### src/rtl/alu_reg_unit.sv
// PicoComputer datapath slice: a combinational ALU (zero latency) beside a general-purpose register (one-cycle update).
// Neither half stalls or backpressures. The register clears asynchronously while rst_n is high.
module alu_reg_unit #(
    parameter int WIDTH = 4
) (
    input  logic             clk,
    input  logic             rst_n,
    input  logic [2:0]       oc,
    input  logic [WIDTH-1:0] a,
    input  logic [WIDTH-1:0] b,
    output logic [WIDTH-1:0] f,
    input  logic             cl,
    input  logic             ld,
    input  logic             inc,
    input  logic             dec,
    input  logic             sr,
    input  logic             sl,
    input  logic             ir,
    input  logic             il,
    input  logic [WIDTH-1:0] in,
    output logic [WIDTH-1:0] out
);

    logic [WIDTH-1:0] out_d;
    logic [WIDTH-1:0] out_q;

    always_comb begin
        f = '0;
        case (oc)
            3'b000:  f = a + b;
            3'b001:  f = a - b;
            3'b010:  f = a * b;
            // Division by zero yields 0 rather than X.
            3'b011:  f = (b == '0) ? '0 : a / b;
            3'b100:  f = ~a;
            3'b101:  f = a ^ b;
            3'b110:  f = a | b;
            3'b111:  f = a & b;
            default: f = '0;
        endcase
    end

    // Controls follow a fixed priority, so only the highest active one takes effect.
    always_comb begin
        out_d = out_q;
        if (cl)
            out_d = '0;
        else if (ld)
            out_d = in;
        else if (inc)
            out_d = out_q + WIDTH'(1);
        else if (dec)
            out_d = out_q - WIDTH'(1);
        else if (sr)
            out_d = {ir, out_q[WIDTH-1:1]};
        else if (sl)
            out_d = {out_q[WIDTH-2:0], il};
    end

    always_ff @(posedge clk or posedge rst_n) begin
        if (rst_n)
            out_q <= '0;
        else
            out_q <= out_d;
    end

    assign out = out_q;

endmodule

### config.mk
export PLATFORM = sky130hd
export DESIGN_NAME = alu_reg_unit
export DESIGN_NICKNAME = d
export VERILOG_FILES = /design/src/rtl/alu_reg_unit.sv
export SDC_FILE = /design/constraint.sdc
export NUM_CORES = 1
export LEC_CHECK = 0
export CORE_MARGIN = 2
export CORE_UTILIZATION = 48
export CTS_BUF_LIST = sky130_fd_sc_hd__clkbuf_4 sky130_fd_sc_hd__clkbuf_8
export CTS_CLUSTER_DIAMETER = 120
export DETAILED_ROUTE_END_ITERATION = 10
export GPL_TIMING_DRIVEN = 0
export PLACE_DENSITY = 0.8
export SLEW_MARGIN = 0
export SYNTH_ARGS = -nofsm -noshare
export SYNTH_HDL_FRONTEND = slang
export SYNTH_SLANG_ARGS = --single-unit
### constraint.sdc
create_clock -name clk -period 4.8 [get_ports clk]
set_clock_uncertainty 0.2 [all_clocks]
set_input_delay 0.96 -clock clk [delete_from_list [all_inputs] [get_ports clk]]
set_output_delay 0.96 -clock clk [all_outputs]
set_load 0.02 [all_outputs]
Word-level counts from Yosys, hierarchy flattened
Index checks and enable logic that the tools add are counted.
{"block": "word_totals", "regBits": 4, "elab_cells": 29}
{"block": "classes", "multipliers": 1, "div": 1, "add_sub_neg": 4, "bitwise_logic": 4, "reduce_logical": 3, "muxes": 8, "n_eq_ne": 7}
{"operator": "4-bit one-hot mux with 8 select lines", "count": 1}
{"operator": "4-bit two-way mux", "count": 7}
{"operator": "3-bit equality test (second input constant)", "count": 4}
{"operator": "3-bit by 2-bit equality test with 1-bit output (second input constant)", "count": 2}
{"operator": "6-bit nonzero test", "count": 1}
{"operator": "4-bit by 1-bit adder with 4-bit output (second input constant)", "count": 1}
{"operator": "4-bit adder", "count": 1}
{"operator": "4-bit bitwise AND", "count": 1}
{"operator": "4-bit by 4-bit divider with 4-bit output", "count": 1}
{"operator": "4-bit zero test", "count": 1}
{"operator": "4-bit by 4-bit multiplier with 4-bit output", "count": 1}
{"operator": "4-bit NOT", "count": 1}
{"operator": "4-bit bitwise OR", "count": 1}
{"operator": "4-bit by 1-bit subtractor with 4-bit output (second input constant)", "count": 1}
{"operator": "4-bit subtractor", "count": 1}
{"operator": "4-bit bitwise XOR", "count": 1}
{"operator": "3-bit by 1-bit equality test with 1-bit output (second input constant)", "count": 1}
{"operator": "3-bit zero test", "count": 1}

Depth between registers and ports, before layout
Gate-level depths: netlist of the first run.
{"block": "logic_depth", "word_depth": 6, "mapped_depth": 21, "ltp_nobuf": 21}

Worst setup path after synthesis of the first run
No wires, ideal clock.
{"block": "synth_path", "path_kind": "input -> output", "from": "input b[0]", "to": "output f[0]", "stages": 17, "arrival_time_ns": 4.307, "path_slack_ns": -0.667, "cell_sequence": "inv_1 ha_1 a21oi_1 ha_1 o21a_1 o21ai_1 o21ai_0 ha_1 o21a_1 o21ai_0 a21oi_1 mux2_2 ha_1 o21ai_0 nand2b_1 a21oi_1 o21ai_0"}
{"block": "synth_between", "elab_chain_len": 3, "elab_cells_between_ends": 10}
{"element": "from (decl)", "line": "10", "source": "input logic [WIDTH-1:0] b,"}
{"element": "4-bit by 4-bit divider with 4-bit output or 4-bit zero test (tied branches)", "line": "34", "source": "3'b011: f = (b == '0) ? '0 : a / b;"}
{"element": "4-bit two-way mux", "line": "34"}
{"element": "4-bit one-hot mux with 8 select lines *", "line": "29", "source": "case (oc)"}
{"element": "to (decl)", "line": "11", "source": "output logic [WIDTH-1:0] f,"}
Mark *: on every way between the ends. The rest lies on a longest branch, timed or not.

Worst setup path in the final report of the first run
{"block": "layout_path", "from": "input b[3]", "to": "output f[0]"}
{"block": "layout_between", "elab_chain_len": 3, "elab_cells_between_ends": 4}
{"element": "4-bit by 4-bit divider with 4-bit output or 4-bit zero test (tied branches)", "line": "34"}
{"element": "4-bit two-way mux *", "line": "34"}
{"element": "4-bit one-hot mux with 8 select lines *", "line": "29"}
Marks and branches as above.

==> reports/results.ini, run 1 <==
[global_routing]
grt_pass1_wl_mm=6.67
grt_pass1_vias=1443
grt_use_total_pct=24.7
grt_max_degree=11
antenna_found_initial=0
grt.overflow.total=0

[die]
dieArea_um2=3500
ios=33
coreArea_um2=2980
initial_core_util_pct=49.1
die_w_um=59.2
rows=20
die_h_um=59.2

[layout]
largest_register_ffs=4
nNetsFinal=302
drive_above_1_share_pct=26.3
n_antenna_cell=0
mostFrequentLayoutCells=ha_1, buf_4, clkdlybuf4s50_1, inv_1, nand2_1
syn2layout_area_growth_pct=47.5
mostFrequentLayoutCell=ha_1
post-route-cell-area_um2=2160

[logic_synthesis]
synth-seq-cells=4
async_reset_ff_share_pct=100
synth_nets=248
netlist_instances=191
synth_edf_count=0
synth_warnings=0
netlist_area_um2=1460
yosysUniqueCellTypes=46
syn_area_per_cell_um2=7.66
yosys_most_used_dff=dfrtp_1
ys_seq_area_share_pct=6.84

[clocking]
cts_buffers=3
clkTransAtPathRegs_ps=30
cts_tree=built
cts.sinks=4
cts_max_path_buffers=2
insertion_delay_ps=240
hold_buffers=0
cts_root_buf=clkbuf_4
htree_levels=1

[critical_path]
cpLargestDelayFamily=compound AO/OA/AOI/OAI gates
required_ps=3640
worstPathArrival_ps=4280
path_depth=20
r2r_slack_ps=2850
rr_worst_depth=6
crit_start=b[3]
slowest_stage=mux2_4
cp-end-kind=output port
cp_cell_sequence=buf_12, nor3_4, a21oi_2, a21oi_2, ha_1, o21a_1, o21ai_4, o21ai_2, ha_1, o21a_1, o21ai_2, a21oi_2, buf_4, mux2_4, ha_4, o21ai_2, nand2b_1, a21oi_2, o21ai_2, buf_6
r2r-end=out[2]$_DFFE_PP0P_
reg2reg_from=out[0]$_DFFE_PP0P_
cp-start-kind=primary input
critPathKind=in2out
cp-endpoint=f[0]
max_stage_delay_ps=310
worstPathMaxFanout=6
crit_buf_inv=3

[timing]
min_period_ps=5440
hold_violations=0
rsz0062_at_grt=yes
worst_slew_pin_slew_ps=455
setup_slack_ps=-640
slew_headroom_pct=69.6
fmax_mhz=184
setup_violations=2
period_share_pct=113
drv_slew=0

[drt]
wirelength_mm=4.34
avgRoutedWirePerCell_um=15.7
first_pass_iters=4
vias=1614
first_iter_violations=97
viasPerCell=5.85
drc=0
antenna_left=0

[place]
place.port_buffers=30
hpwl_mm=2.89
place_ws_ps=-1810
gp_congestion=0.871
place_area_um2=1890

[power_and_ir_drop]
ir_drop_v=0.0000843
total_power_uw=333
power_density_nw_per_um2=155
p_leak_nw=0.973

[min_path]
hp-class=reg2reg

[job]
cap_violations=0

[status]
violations=setup timing
status=finished, violations left

## worst reg2reg max path: cells and delay by family (launching register included)
kind / cells / cell delay, ps
AND/OR/NAND/NOR: 1 / 90
AO/OA/AOI/OAI: 3 / 720
buffers and inverters: 1 / 120
adder cells (fa/ha/maj): 1 / 230
flip-flops: 1 / 480
## area by class of cell
cell class	instances	area (um^2)
inverter	17	71.3
multi-input combinational	163	1410
timing repair buffer	49	482
sequential	4	100
buffer	7	31.3
clock buffer	3	22.5
fill	225	821
tap	33	41.3
## routing by layer
| metal | global-route usage, % | up-vias | part of all wire (%) |
|---|---|---|---|
| li1 | - | 797 | - |
| met1 | 37.1 | 754 | 45 |
| met2 | 38.5 | 55 | 48 |
| met3 | 0.873 | 8 | 4.8 |
| met4 | 6.49 | 0 | 1.6 |
| met5 | 0 | - | 0 |
## timing repair
action / 4_1_cts / 5_1_grt
gates resized for setup: 64 / 14
hold endpoints to repair: 0 / 0
endpoints found under the setup margin: 4 / 4
buffers inserted: 12 / 7
pin swaps: 17 / 12
## logic make-up after synthesis
family                     share of synthesized area, %
AOI/OAI and AO/OA                                  23.6
DFF                                                6.84
adders and majority gates                          27.9
and+or+nand+nor                                    21.6
xor gates and xnor gates                           6.93
muxes                                              6.67
buffers and inverters                              6.50
## worst min-delay path by stage
stage / start / to / slack [ps] / cells after the start
3_5_place_dp: out[1]$_DFFE_PP0P_ / out[1]$_DFFE_PP0P_ / 460 / 2
3_3_place_gp: out[1]$_DFFE_PP0P_ / out[1]$_DFFE_PP0P_ / 460 / 2
2_1_floorplan: out[1]$_DFFE_PP0P_ / out[1]$_DFFE_PP0P_ / 470 / 2
4_1_cts: out[1]$_DFFE_PP0P_ / out[1]$_DFFE_PP0P_ / 460 / 2
6_report: out[1]$_DFFE_PP0P_ / out[1]$_DFFE_PP0P_ / 480 / 2
5_1_grt: out[1]$_DFFE_PP0P_ / out[1]$_DFFE_PP0P_ / 500 / 2
## per-stage QoR
stage,std cells,util [%],TNS (ps),hold slack [ps]
after detailed placement,254,63.4,-4200,456
after global routing,276,72.4,-1260,498
after CTS,269,68.9,-456,460
final,276,72.4,-793,476
after global placement,254,63.4,-4000,464
after floorplan,191,-,-136,467
## synth_stat cells (all sizes together) (2+ instances only)
cell	number	share of area, %
a211oi	2	1.0
a21o	2	1.0
a21oi	12	4.1
a221o	2	1.4
buf	5	1.6
clkbuf	2	0.51
dfrtp	4	6.8
ha	31	27
inv	17	4.4
mux2	4	3.1
mux2i	3	2.1
nand2	17	4.5
nand2b	7	3.0
nand3	5	1.7
nor2	11	2.8
nor2b	5	2.1
nor3	6	2.4
nor3b	4	2.1
o211ai	4	2.1
o21a	2	1.0
o21ai	16	5.5
o221ai	3	1.8
xnor2	7	4.2
xor2	2	1.2
## report_power, final
group	internal [mW]	switching, mW
sequential	0.0367	0.00534
clock	0.0281	0.0154
combinational	0.129	0.119
total	0.194	0.140
Power figures use the tool's default switching activity.
==> run 2, diff against run 1 <==
- CORE_UTILIZATION: 48 -> 46
- CTS_BUF_LIST: sky130_fd_sc_hd__clkbuf_4 sky130_fd_sc_hd__clkbuf_8 -> sky130_fd_sc_hd__clkbuf_8 sky130_fd_sc_hd__clkbuf_16
- MAX_ROUTING_LAYER: not set -> met4
- PLACE_DENSITY: 0.8 -> 0.77
==> run 2 against run 1 <==
Against the previous run: the flow still finishes with violations (setup timing); sequential share of layout area up 0.16 points; combinational power down 8.1%; sequential power about the same; power up 4.2%; critical path depth down 2; worst hold slack better by 5.4 ps.
==> reports/results.ini, run 2 (same netlist as run 1, synthesis figures left out) <==
[critical_path]
cp-end-kind=output port
cpLargestDelayFamily=compound AO/OA/AOI/OAI gates
slowest_stage=mux2_2
cp_cell_sequence=buf_8, inv_8, ha_4, a21oi_2, ha_1, o21a_1, o21ai_4, nor3_1, a21o_1, ha_4, o21ai_2, a21oi_2, buf_4, mux2_2, ha_1, a21oi_2, o21ai_2, buf_6
cp-start-kind=primary input
worstPathArrival_ps=4170
path_common_cell=a21oi_2
required_ps=3640
critPathKind=in2out
crit_buf_inv=4
max_stage_delay_ps=330
worstPathMaxFanout=8

[place]
place_ws_ps=-1780
gp_congestion=0.928
place.port_buffers=30
hpwl_mm=3.04

[timing]
slew_headroom_pct=68.5
setup_violations=1
fmax_mhz=188
rsz0062_at_grt=yes
setup_slack_ps=-530
period_share_pct=111
drv_slew=0
hold_violations=0
min_period_ps=5330
worst_slew_pin_slew_ps=472

[die]
die_w_um=60.4
coreArea_um2=3030
ios=33
initial_core_util_pct=48.3
dieArea_um2=3650
die_h_um=60.4
rows=20

[clocking]
cts_max_path_buffers=2
cts_buffers=3
htree_levels=1
clkTransAtPathRegs_ps=30
cts.sinks=4
cts_tree=built
cts_root_buf=clkbuf_8
insertion_delay_ps=230

[layout]
largest_register_ffs=4
mostFrequentLayoutCells=ha_1, clkdlybuf4s50_1, nand2_1, inv_1, buf_4
nNetsFinal=294
n_antenna_cell=0
fillers=238
drive_above_1_share_pct=23.0
mostFrequentLayoutCell=ha_1
syn2layout_area_growth_pct=42.7

[drt]
antenna_left=0
first_iter_violations=115
viasPerCell=5.60
wirelength_mm=4.09
avgRoutedWirePerCell_um=14.7
vias=1563
first_pass_iters=4
drc=0

[global_routing]
grt_pass1_vias=1393
grt.overflow.total=0
grt_max_degree=11
grt_use_total_pct=23.2
grt_pass1_wl_mm=6.22
antenna_found_initial=0

[job]
cap_violations=0

[power_and_ir_drop]
ir_drop_v=0.0000713
total_power_uw=347
power_density_nw_per_um2=166
p_leak_nw=0.942

[min_path]
hp-class=reg2reg

[status]
violations=setup timing
status=finished, violations left

[run 2: path summary, 6_finish.rpt]
kind	from	end	slack (ps)	cells after the start
setup reg to reg	out[0]$_DFFE_PP0P_	out[2]$_DFFE_PP0P_	2830	6
min in group asynchronous	rst_n	out[3]$_DFFE_PP0P_	720	2
max in group asynchronous	rst_n	out[1]$_DFFE_PP0P_	3530	2
hold reg to reg	out[1]$_DFFE_PP0P_	out[1]$_DFFE_PP0P_	480	2
hold / removal	out[1]$_DFFE_PP0P_	out[1]$_DFFE_PP0P_	480	2
setup / recovery	b[0]	f[0]	-530	18
[run 2: where the power goes]
| group | switching, mW | internal [mW] | total, mW |
|---|---|---|---|
| registers | 0.00532 | 0.0367 | 0.0421 |
| clock network | 0.0229 | 0.0539 | 0.0768 |
| logic | 0.113 | 0.116 | 0.228 |
| total | 0.141 | 0.207 | 0.347 |
[run 2: layout make-up]
class	instances	area [um^2]	share of cell area (%)
buffer	7	31.3	1.50
clock buffer	3	41.3	1.98
sequential	4	100	4.80
inverter	17	71.3	3.42
tap	44	55.1	2.64
timing repair buffer	41	390	18.7
multi-input combinational	163	1400	67.0
[run 2: repair_timing]
item / in CTS / in global routing
gates resized for setup: 54 / 18
endpoints found under the setup margin: 4 / 4
buffers inserted: 6 / 5
pin swaps: 13 / 10
hold buffers: 0 / 0
[run 2: stage by stage]
stage	setup TNS (ps)	hold slack (ps)	cell area [um^2]	cells	util [%]
detailed placement	-4120	467	1900	265	62.8
global placement	-4080	456	1900	265	62.8
CTS	-672	473	1990	274	65.6
floorplan	-136	467	1550	191	-
global route	-747	498	2090	279	68.9
finish	-530	481	2090	279	68.9
[run 2: worst register-to-register path: stages (launching register included)]
cell and delay, ps:
dfrtp_1 480, inv_1 130, ha_1 230, a221o_1 330, a221o_1 330, nand3_1 90, a21oi_1 70
[run 2: per-layer routing]
layer	routed length [um]	global-route usage, %
met1	1800	30.7
met3	235	1.28
met2	1960	36.5
met5	0	-
met4	91	10.2
